===== src/rtl/router_q_pkg.sv =====
// rtl/router_q_pkg.sv - shared widths and types for the router output queue
package router_q_pkg;

    localparam int NPORTS = 4;
    localparam int PORT_W = 2;
    localparam int ADDR_W = 8;

    typedef logic [ADDR_W-1:0] addr_t;
    typedef logic [PORT_W-1:0] port_t;

endpackage


===== src/rtl/router_fifo.sv =====
// rtl/router_fifo.sv - single-clock per-port address FIFO
// Head data reads as zero while the FIFO is empty.
module router_fifo
    import router_q_pkg::*;
#(
    parameter int DEPTH = 4
) (
    input  logic                       clk,
    input  logic                       reset,
    input  logic                       push,
    input  logic                       pop,
    input  logic [ADDR_W-1:0]          wdata,
    output logic [ADDR_W-1:0]          rdata,
    output logic                       full,
    output logic                       empty,
    output logic [$clog2(DEPTH):0]     count
);

    localparam int PTR_W = $clog2(DEPTH);
    localparam logic [PTR_W:0] FULL_CNT = (PTR_W+1)'(DEPTH);

    addr_t            mem [DEPTH];
    logic [PTR_W-1:0] wr_ptr;
    logic [PTR_W-1:0] rd_ptr;
    logic             do_push;
    logic             do_pop;

    assign full    = (count == FULL_CNT);
    assign empty   = (count == '0);
    // A push into a full FIFO is refused even if the head pops this cycle.
    assign do_push = push & ~full;
    assign do_pop  = pop & ~empty;
    assign rdata   = empty ? '0 : mem[rd_ptr];

    always_ff @(posedge clk or negedge reset) begin
        if (!reset) begin
            wr_ptr <= '0;
            rd_ptr <= '0;
            count  <= '0;
        end else begin
            if (do_push) begin
                wr_ptr <= wr_ptr + 1'b1;
            end
            if (do_pop) begin
                rd_ptr <= rd_ptr + 1'b1;
            end
            case ({do_push, do_pop})
                2'b10:   count <= count + 1'b1;
                2'b01:   count <= count - 1'b1;
                default: count <= count;
            endcase
        end
    end

    always_ff @(posedge clk) begin
        if (do_push) begin
            mem[wr_ptr] <= wdata;
        end
    end

endmodule


===== src/rtl/router_out_queue.sv =====
// rtl/router_out_queue.sv - per-port output queues behind the address router
// ROUTER_Q_DROP_FULL_EN: hits to a full port are dropped and counted instead of stalling.
module router_out_queue
    import router_q_pkg::*;
#(
    parameter int DEPTH  = 4,
    parameter int DROP_W = 8
) (
    input  logic                       clk,
    input  logic                       reset,
    input  logic                       in_valid,
    output logic                       in_ready,
    input  logic [ADDR_W-1:0]          in_addr,
    input  logic [PORT_W-1:0]          in_port,
    input  logic                       in_hit,
    output logic [NPORTS-1:0]          out_valid,
    input  logic [NPORTS-1:0]          out_ready,
    output logic [NPORTS*ADDR_W-1:0]   out_addr,
    output logic [NPORTS-1:0]          full,
    output logic [DROP_W-1:0]          drop_cnt
);

    localparam int CNT_W = $clog2(DEPTH) + 1;

    logic [NPORTS-1:0] push;
    logic [NPORTS-1:0] pop;
    logic [NPORTS-1:0] empty;
    logic [CNT_W-1:0]  count [NPORTS];
    logic              accept;
    logic              port_full;
    logic              drop_ev;

    assign port_full = full[in_port];
    assign accept    = in_valid & in_ready;

    always_comb begin
        in_ready = 1'b0;
        drop_ev  = 1'b0;
`ifdef ROUTER_Q_DROP_FULL_EN
        in_ready = reset;
        drop_ev  = accept & (~in_hit | port_full);
`else
        in_ready = reset & (~in_hit | ~port_full);
        drop_ev  = accept & ~in_hit;
`endif
    end

    always_comb begin
        push = '0;
        for (int i = 0; i < NPORTS; i++) begin
            push[i] = accept & in_hit & (in_port == PORT_W'(i));
        end
    end

    for (genvar i = 0; i < NPORTS; i++) begin : g_port
        assign pop[i]       = out_ready[i] & ~empty[i];
        assign out_valid[i] = (count[i] != '0);

        router_fifo #(
            .DEPTH (DEPTH)
        ) u_fifo (
            .clk   (clk),
            .reset (reset),
            .push  (push[i]),
            .pop   (pop[i]),
            .wdata (in_addr),
            .rdata (out_addr[i*ADDR_W +: ADDR_W]),
            .full  (full[i]),
            .empty (empty[i]),
            .count (count[i])
        );
    end

    // Saturates at all-ones rather than wrapping.
    always_ff @(posedge clk or negedge reset) begin
        if (!reset) begin
            drop_cnt <= '0;
        end else if (drop_ev && (drop_cnt != '1)) begin
            drop_cnt <= drop_cnt + 1'b1;
        end
    end

endmodule


===== config.mk =====
export PLATFORM = sky130hd
export DESIGN_NAME = router_out_queue
export DESIGN_NICKNAME = d
export VERILOG_FILES = /design/src/rtl/router_q_pkg.sv /design/src/rtl/router_fifo.sv /design/src/rtl/router_out_queue.sv
export SDC_FILE = /design/constraint.sdc
export NUM_CORES = 1
export LEC_CHECK = 0
export CORE_MARGIN = 8
export CORE_UTILIZATION = 47
export CTS_CLUSTER_DIAMETER = 150
export DETAILED_ROUTE_END_ITERATION = 16
export PLACE_DENSITY = 0.7
export SYNTH_ARGS = -nofsm -noshare
export SYNTH_HDL_FRONTEND = slang
export SYNTH_SLANG_ARGS = --single-unit

===== constraint.sdc =====
create_clock -name clk -period 2.2 [get_ports clk]
set_input_delay 0.22 -clock clk [delete_from_list [all_inputs] [get_ports clk]]
set_output_delay 0.22 -clock clk [all_outputs]
set_load 0.1 [all_outputs]

Word level (Yosys, flattened, before mapping)
Memories as Yosys holds them, arrays and structs flattened.
Cells that the tools add are included.
W data, S select, Z words.
Operators by class
  equality and inequality tests: 16
  order comparisons: 1
  bitwise gates (word level): 31
  $mul: 0
  shift-type cells: 0
  multiplexer cells: 18
  reductions and logical operators: 14
  div/mod/pow operators: 0
  add/subtract/negate cells: 17
Operators by type and width (number)
  $mux W8: 4
  $pmux W3 S2: 4
  $and A1 B1 Y1: 20
  $add A2 B1 Y2 const B: 8
  $add A3 B1 Y3 const B: 4
  $eq A2 B2 Y1 const B: 6
  $eq A3 B3 Y1 const B: 4
  $logic_not A3 Y1: 4
  $reduce_bool A3 Y1: 4
  $sub A3 B1 Y3 const B: 4
  $eq A2 B1 Y1 const B: 5
  $not A1 Y1: 10
  $mux W1: 9
  $add A8 B1 Y8 const B: 1
  $ne A8 B8 Y1 const B: 1
  $reduce_bool A2 Y1: 4
  $lt A2 B3 Y1 const B: 1
  $bmux W1 S2: 1
  $logic_not A2 Y1: 1
  $logic_and A1 B1 Y1: 1
  $or A1 B1 Y1: 1
Word-level totals
  input port bits: 18
  memories: 4
  output and inout port bits: 49
  bits in read-only memories: 0
  word-level logic and storage cells: 114
  memory bits (writable): 128
  register bits after elaboration: 36
  latch bits: 0
Memory list
  g_port[0].u_fifo.mem: depth 4, width 8, read ports 1, clocked after memory_dff 0, wr ports 1, line router_fifo.sv:22  | addr_t mem [DEPTH];
  g_port[1].u_fifo.mem: depth 4, width 8, read ports 1, clocked after memory_dff 0, wr ports 1, line router_fifo.sv:22
  g_port[2].u_fifo.mem: depth 4, width 8, read ports 1, clocked after memory_dff 0, wr ports 1, line router_fifo.sv:22
  g_port[3].u_fifo.mem: depth 4, width 8, read ports 1, clocked after memory_dff 0, wr ports 1, line router_fifo.sv:22

Longest topological paths before layout
Gate-level depths: netlist of run 1.
  depth after elaboration: 12
  mapped depth: 9
  depth with buffers taken out: 9

Modules after synthesis
Synthesis of run 1 repeated with hierarchy kept, for this count alone.
Unflattened totals
  cell total of the unflattened synthesis: 406
  area, all modules: 7189.4 um^2
Modules (own cells, without submodules)
  router_fifo: times used 4, area an instance 1656.6 um^2, sequential area each 1136.1 um^2, cells an instance 89
  router_out_queue: times used 1, area an instance 563.0 um^2, sequential area each 200.2 um^2, cells an instance 50

Least setup slack after synthesis of run 1
Ideal clock, no wire load.
  path kind: reg-to-output
  start: register g_port[1].u_fifo.count[0]
  end: output out_addr[10]
  cell stages (with the launch flop): 4
  arrival: 2.361 ns
  setup slack: -0.381 ns
  data required time: 1.980 ns
  path buffers: 1
  cells stage by stage: dfrtp_1 -> or3_1 -> clkbuf_1 -> and2_1
Between the ends
  cells in the longest elaborated chain, start to end: 2
Ends and longest elaborated chain
  from (decl): line router_fifo.sv:16  | output logic [$clog2(DEPTH):0] count
  from (signal assigned): line router_fifo.sv:48  | 2'b10: count <= count + 1'b1;
  from (signal assigned): line router_fifo.sv:49  | 2'b01: count <= count - 1'b1;
  from (signal assigned): line router_fifo.sv:50  | default: count <= count;
  $logic_not A3 Y1: line router_fifo.sv:29  | assign empty = (count == '0);
  $mux W8: line router_fifo.sv:33  | assign rdata = empty ? '0 : mem[rd_ptr];
  to (decl): line router_out_queue.sv:18  | output logic [NPORTS*ADDR_W-1:0] out_addr,
Every way passes these cells.

Worst setup path after layout of run 1
  start: register g_port[2].u_fifo.count[0]
  end: output in_ready
Between the ends
  cells in the longest elaborated chain, start to end: 6
Ends and longest elaborated chain
  from (decl): line router_fifo.sv:16
  from (signal assigned): line router_fifo.sv:48
  from (signal assigned): line router_fifo.sv:49
  from (signal assigned): line router_fifo.sv:50
  $eq A3 B3 Y1: line router_fifo.sv:28  | assign full = (count == FULL_CNT);
  $bmux W1 S2: line router_out_queue.sv:33  | assign port_full = full[in_port];
  $mux W1 (implied by the code): line router_out_queue.sv:33
  $not A1 Y1: line router_out_queue.sv:43  | in_ready = reset & (~in_hit | ~port_full);
  $or A1 B1 Y1: line router_out_queue.sv:43
  $and A1 B1 Y1: line router_out_queue.sv:43
  to (decl): line router_out_queue.sv:12  | output logic in_ready,
Every way passes these cells. The select of a mux whose other input is x is not followed.

==> flow_summary.toml, run 1 <==
[timing]
fin_worst_skew_ns = 0.005061
max_freq_mhz = 473.6
fin_ws_ns = 0.08869
relSlewSlack_pct = 50.51
final-hold-violation-count = 0
tightest_slew_ns = 0.7400
fin_crit_ns = 2.111
slew_viol_final = 0
rsz0062_at_grt = "no"
post-route-period-util_pct = 95.97
tns_ns = 0
setup_viol = 0

[drt]
drt_iter0_markers = 209
first_pass_iters = 4
wl_per_cell_um = 18.67
drc_errors = 0
wirelength_mm = 13.31
vias_per_cell = 5.073
ant_nets = 0
vias = 3617

[critical_path]
worstReg2RegEnd = "g_port[2].u_fifo.count[1]"
critPathBufInv = 2
cpPeakStageDelay_ns = 0.45
worstPathMaxFanout = 4
crit_slowest_cell = "dfrtp_1"
reg2reg_depth = 6
startpoint_type = "flop"
crit_family = "flip-flops"
reg2reg_from = "g_port[2].u_fifo.count[0]"
worstPathCellList = "nor3b_4, buf_4, o22ai_1, o31a_2, buf_12"
r2r_slack_ns = 0.15
crit_type = "reg -> out"
endpoint_kind = "primary output"
cp.required_ns = 1.98
cp_data_arrival_time_ns = 1.89

[synth]
synth-edff-count = 128
seq_area_frac_synth_pct = 66.95
synthFlopType = "edfxtp_1"
ys_async_sr_fraction_pct = 21.95
yosysWarnings = 0
synth.avg_cell_area_um2 = 17.41
ys_types = 40
syn-num-nets = 450
ys_ff_latch = 164
syn_inst = 407
syn_area_um2 = 7087

[worst_hold_path]
min_to = "g_port[0].u_fifo.rd_ptr[1]"
holdPathStages = 3
min_from = "out_ready[0]"
hp-class = "in -> reg"

[grt]
grt_max_degree = 40
gr-usage-all-layers_pct = 14.75
grt_pass1_wl_mm = 21.56
grt_overflow = 0
grt_pass1_vias = 3933
antenna_found_initial = 0

[clock_network]
clk_pin_slew_ns = 0.06
cts_tree = "done"
clock-sinks = 164
numCtsBuffers = 17
cts_root_buf = "clkbuf_16"
cts_max_level = 4
cts_buffer_depth = 2
clock_latency_ns = 0.42

[die]
start_util_pct = 47.32
fp.dieW_um = 138.8
fp.dieArea_um2 = 19260
rows = 45
ioPinCount = 67
fp.dieH_um = 138.8
coreArea_um2 = 14980

[placed_design]
port_buffers = 66
gp_congestion = 0.7334
dp_slack_ns = -0.02041
post-place-cells = 677
place_area_um2 = 8493
dp_hpwl_mm = 9.150

[layout]
n_antenna_cell = 0
num-nets-final = 555
drive_gt1_share_pct = 34.10
final_cell_area_um2 = 9144
fin_cells = 713
syn_to_final_growth_pct = 29.03
layout_common_cells = "128 x edfxtp_1, 46 x and2_1, 46 x buf_4"
final_common_cell = "edfxtp_1"

[status]
outcome = "completed"

[flow_run]
max_cap_violations = 0
## per-stage QoR
stage	util, %	hold slack (ns)
floorplan	-	-0.07559
global placement	56.71	0.3881
detailed placement	56.71	0.4094
CTS	60.85	0.4358
global route	61.05	0.4723
finish	61.05	0.4606
## state kept, by name (all words and copies together), names as in the netlist
signal,count
g_port.u_fifo.rd_ptr,8
g_port.u_fifo.mem,128
drop_cnt,8
g_port.u_fifo.count,12
g_port.u_fifo.wr_ptr,8
## cell families after synthesis
| group | synth area share, % |
|---|---|
| buf+inv | 2.578 |
| compound gates | 0.8299 |
| mux | 12.15 |
| xor+xnor | 3.090 |
| flops | 66.95 |
| simple gates | 9.569 |
| fa+ha+maj | 4.838 |
## area by class of cell
class | count | area [um^2]
clock buffers | 22 | 496.7
clock inverters | 10 | 93.84
fillers | 1083 | 5833
inverters | 26 | 97.59
multi-input cells | 200 | 2178
flip-flops and latches | 164 | 4746
well taps | 188 | 235.2
repair buffers | 103 | 1296
## worst register-to-register path: stages, from the launching register on
cell     delay [ns]
dfrtp_1        0.45
or3_1          0.39
and2_1         0.21
ha_1           0.23
inv_1          0.07
fa_1           0.41
o21ai_0        0.20
## cells in the mapped netlist, drive strengths merged (4+ instances only)
cell	instances	share of area, %
nand2	5	0.30
mux4	32	10
nor3b	5	0.81
xnor2	13	1.6
edfxtp	128	54
buf	9	0.78
ha	21	3.7
nor2	5	0.26
clkbuf	8	0.42
fa	4	1.1
dfrtp	36	13
and2	54	4.9
nand3	8	0.74
mux2	10	1.7
xor2	12	1.5
o21ai	5	0.35
or3	5	0.44
inv	26	1.4
## worst max path at each step
stage,startpoint,depth (start not counted),end
finish,g_port[2].u_fifo.count[0],5,in_ready
floorplan,drop_cnt[0],4,drop_cnt[1]
global placement,in_port[1],10,g_port[2].u_fifo.count[2]
global route,g_port[0].u_fifo.count[1],5,in_ready
detailed placement,in_port[1],8,g_port[2].u_fifo.count[1]
CTS,g_port[2].u_fifo.count[1],5,in_ready
## routing by layer
layer / part of all wire (%) / wire [um] / up-vias / track usage, %
met3: 4.7 / 627 / 13 / 5.060
met4: 1.2 / 155 / 0 / 4.737
met5: 0 / 0 / - / 0
met2: 50 / 6703 / 78 / 24.46
li1: - / - / 1709 / -
met1: 44 / 5826 / 1817 / 17.78
## repair_timing
item	CTS	global route
setup buffers	1	2
hold buffers	1	0
hold endpoints to repair	36	0
setup endpoints to repair	1	9
gates resized for setup	2	4
pin swaps	1	1
Power of run 1 is not shown: default switching activity piles up to over one toggle a cycle in this logic, so the estimate is an artifact.
==> run 2, diff against run 1 <==
Settings changed: CTS_CLUSTER_SIZE from default to 28, PLACE_DENSITY 0.7 to default, PLACE_DENSITY_LB_ADDON from default to 0.3.
==> flow_summary.toml, run 2 (synthesis gave the netlist of run 1 again) <==
[grt]
gr-usage-all-layers_pct = 14.93
grt_overflow = 0
met1_usage_pct = 18.66
grt_pass1_vias = 4002
grt_max_degree = 40
antenna_found_initial = 0
grt_pass1_wl_mm = 21.78
met2_usage_pct = 23.89
grt_util_met3_pct = 3.718
busiest_layer = "met2"

[layout]
layout_common_cells = "128 x edfxtp_1, 46 x and2_1, 41 x buf_12"
fin_cells = 709
final_common_cell = "edfxtp_1"
largest_reg_flops = 128
n_fill_cell = 1055
reg_top3 = "g_port.u_fifo.mem (128), g_port.u_fifo.count (12)"
drive_gt1_share_pct = 33.78
num-nets-final = 551
top_register = "g_port.u_fifo.mem"
final_cell_area_um2 = 9208
syn_to_final_growth_pct = 29.93
utilization_pct = 61.48
n_antenna_cell = 0

[clock_network]
clk_pin_slew_ns = 0.06
numCtsBuffers = 17
cts_max_level = 4
cts_tree = "done"
cts_buffer_depth = 2
cts_root_buf = "clkbuf_16"
clock_latency_ns = 0.42
clock-sinks = 164

[die]
start_util_pct = 47.32
ioPinCount = 67
fp.dieH_um = 138.8
fp.dieArea_um2 = 19260
fp.dieW_um = 138.8
coreArea_um2 = 14980
rows = 45

[placed_design]
port_buffers = 66
dp_hpwl_mm = 9.131
gp_congestion = 0.7362
place_area_um2 = 8508
post-place-cells = 674

[critical_path]
worstPathMaxFanout = 4
worst-path-stages = 5
cp.required_ns = 1.98
critPathBufInv = 2
startpoint_type = "flop"
worstReg2RegEnd = "g_port[2].u_fifo.count[1]"
cp-endpoint = "in_ready"
crit_family = "compound AO/OA/AOI/OAI gates"
crit_slowest_cell = "dfrtp_1"
cpPeakStageDelay_ns = 0.45
reg2reg_depth = 6
endpoint_kind = "primary output"
cp-startpoint = "g_port[2].u_fifo.count[1]"
crit_type = "reg -> out"
reg2reg_from = "g_port[2].u_fifo.count[1]"
cp_data_arrival_time_ns = 1.92
worstPathCellList = "nor3b_4, buf_4, o22ai_1, o31a_2, buf_12"
r2r_slack_ns = 0.17

[worst_hold_path]
hp-class = "in -> reg"
holdPathStages = 3

[drt]
wl_per_cell_um = 19.05
first_pass_iters = 4
ant_nets = 0
wirelength_mm = 13.51
drt_iter0_markers = 184
vias = 3680
drc_errors = 0
vias_per_cell = 5.190

[timing]
slew_viol_final = 0
rsz0062_at_grt = "no"
post-route-period-util_pct = 97.09
tightest_slew_ns = 0.7485
fin_worst_skew_ns = 0.008046
max_freq_mhz = 468.2
relSlewSlack_pct = 49.94
final-hold-violation-count = 0
fin_crit_ns = 2.136
setup_viol = 0

[flow_run]
max_cap_violations = 0

[status]
outcome = "completed"
## run 2: worst min-delay path by stage
stage | from | endpoint | slack, ns
finish | out_ready[1] | g_port[1].u_fifo.rd_ptr[1] | 0.45
global route | out_ready[3] | g_port[3].u_fifo.rd_ptr[1] | 0.45
global placement | reset | drop_cnt[7] | 0.40
detailed placement | reset | g_port[0].u_fifo.wr_ptr[1] | 0.41
floorplan | reset | drop_cnt[0] | -0.08
CTS | out_ready[3] | g_port[3].u_fifo.rd_ptr[1] | 0.43
## run 2: worst min-delay path, stage by stage
cell and delay (ns):
clkdlybuf4s50_1 0.43, nand3_1 0.11, xnor2_1 0.06
## run 2: metrics by stage
step           hold slack [ns]  setup TNS, ns  setup slack [ns]
2_1_floorplan         -0.07559              0           0.01990
3_3_place_gp            0.3971              0           0.08191
3_5_place_dp            0.4130       -0.01242          -0.01242
4_1_cts                 0.4329              0           0.01362
5_1_grt                 0.4536              0          0.002866
6_report                0.4497              0           0.06401
## run 2: per-layer routing
layer	wire length [um]	up-vias
met5	0	-
met4	214	0
met3	523	18
met2	6589	79
met1	6179	1882
li1	-	1701
## run 2: what timing repair did
action | in CTS | in global routing
endpoints found under the hold margin | 36 | 0
pin swaps | 2 | 1
gates resized for setup | 3 | 5
setup endpoints to repair | 1 | 8
buffers inserted | 2 | 0
hold buffers | 1 | 0
## run 2: area by class of cell
type	count	area (um^2)	share of cell area [%]
clock buffer	18	429.2	4.661
multi-input combinational	200	2185	23.73
tap	188	235.2	2.555
timing repair buffer	99	1304	14.16
clock inverter	14	210.2	2.283
sequential	164	4747	51.56
inverter	26	97.59	1.060
Power of run 2 is left out for the same reason.
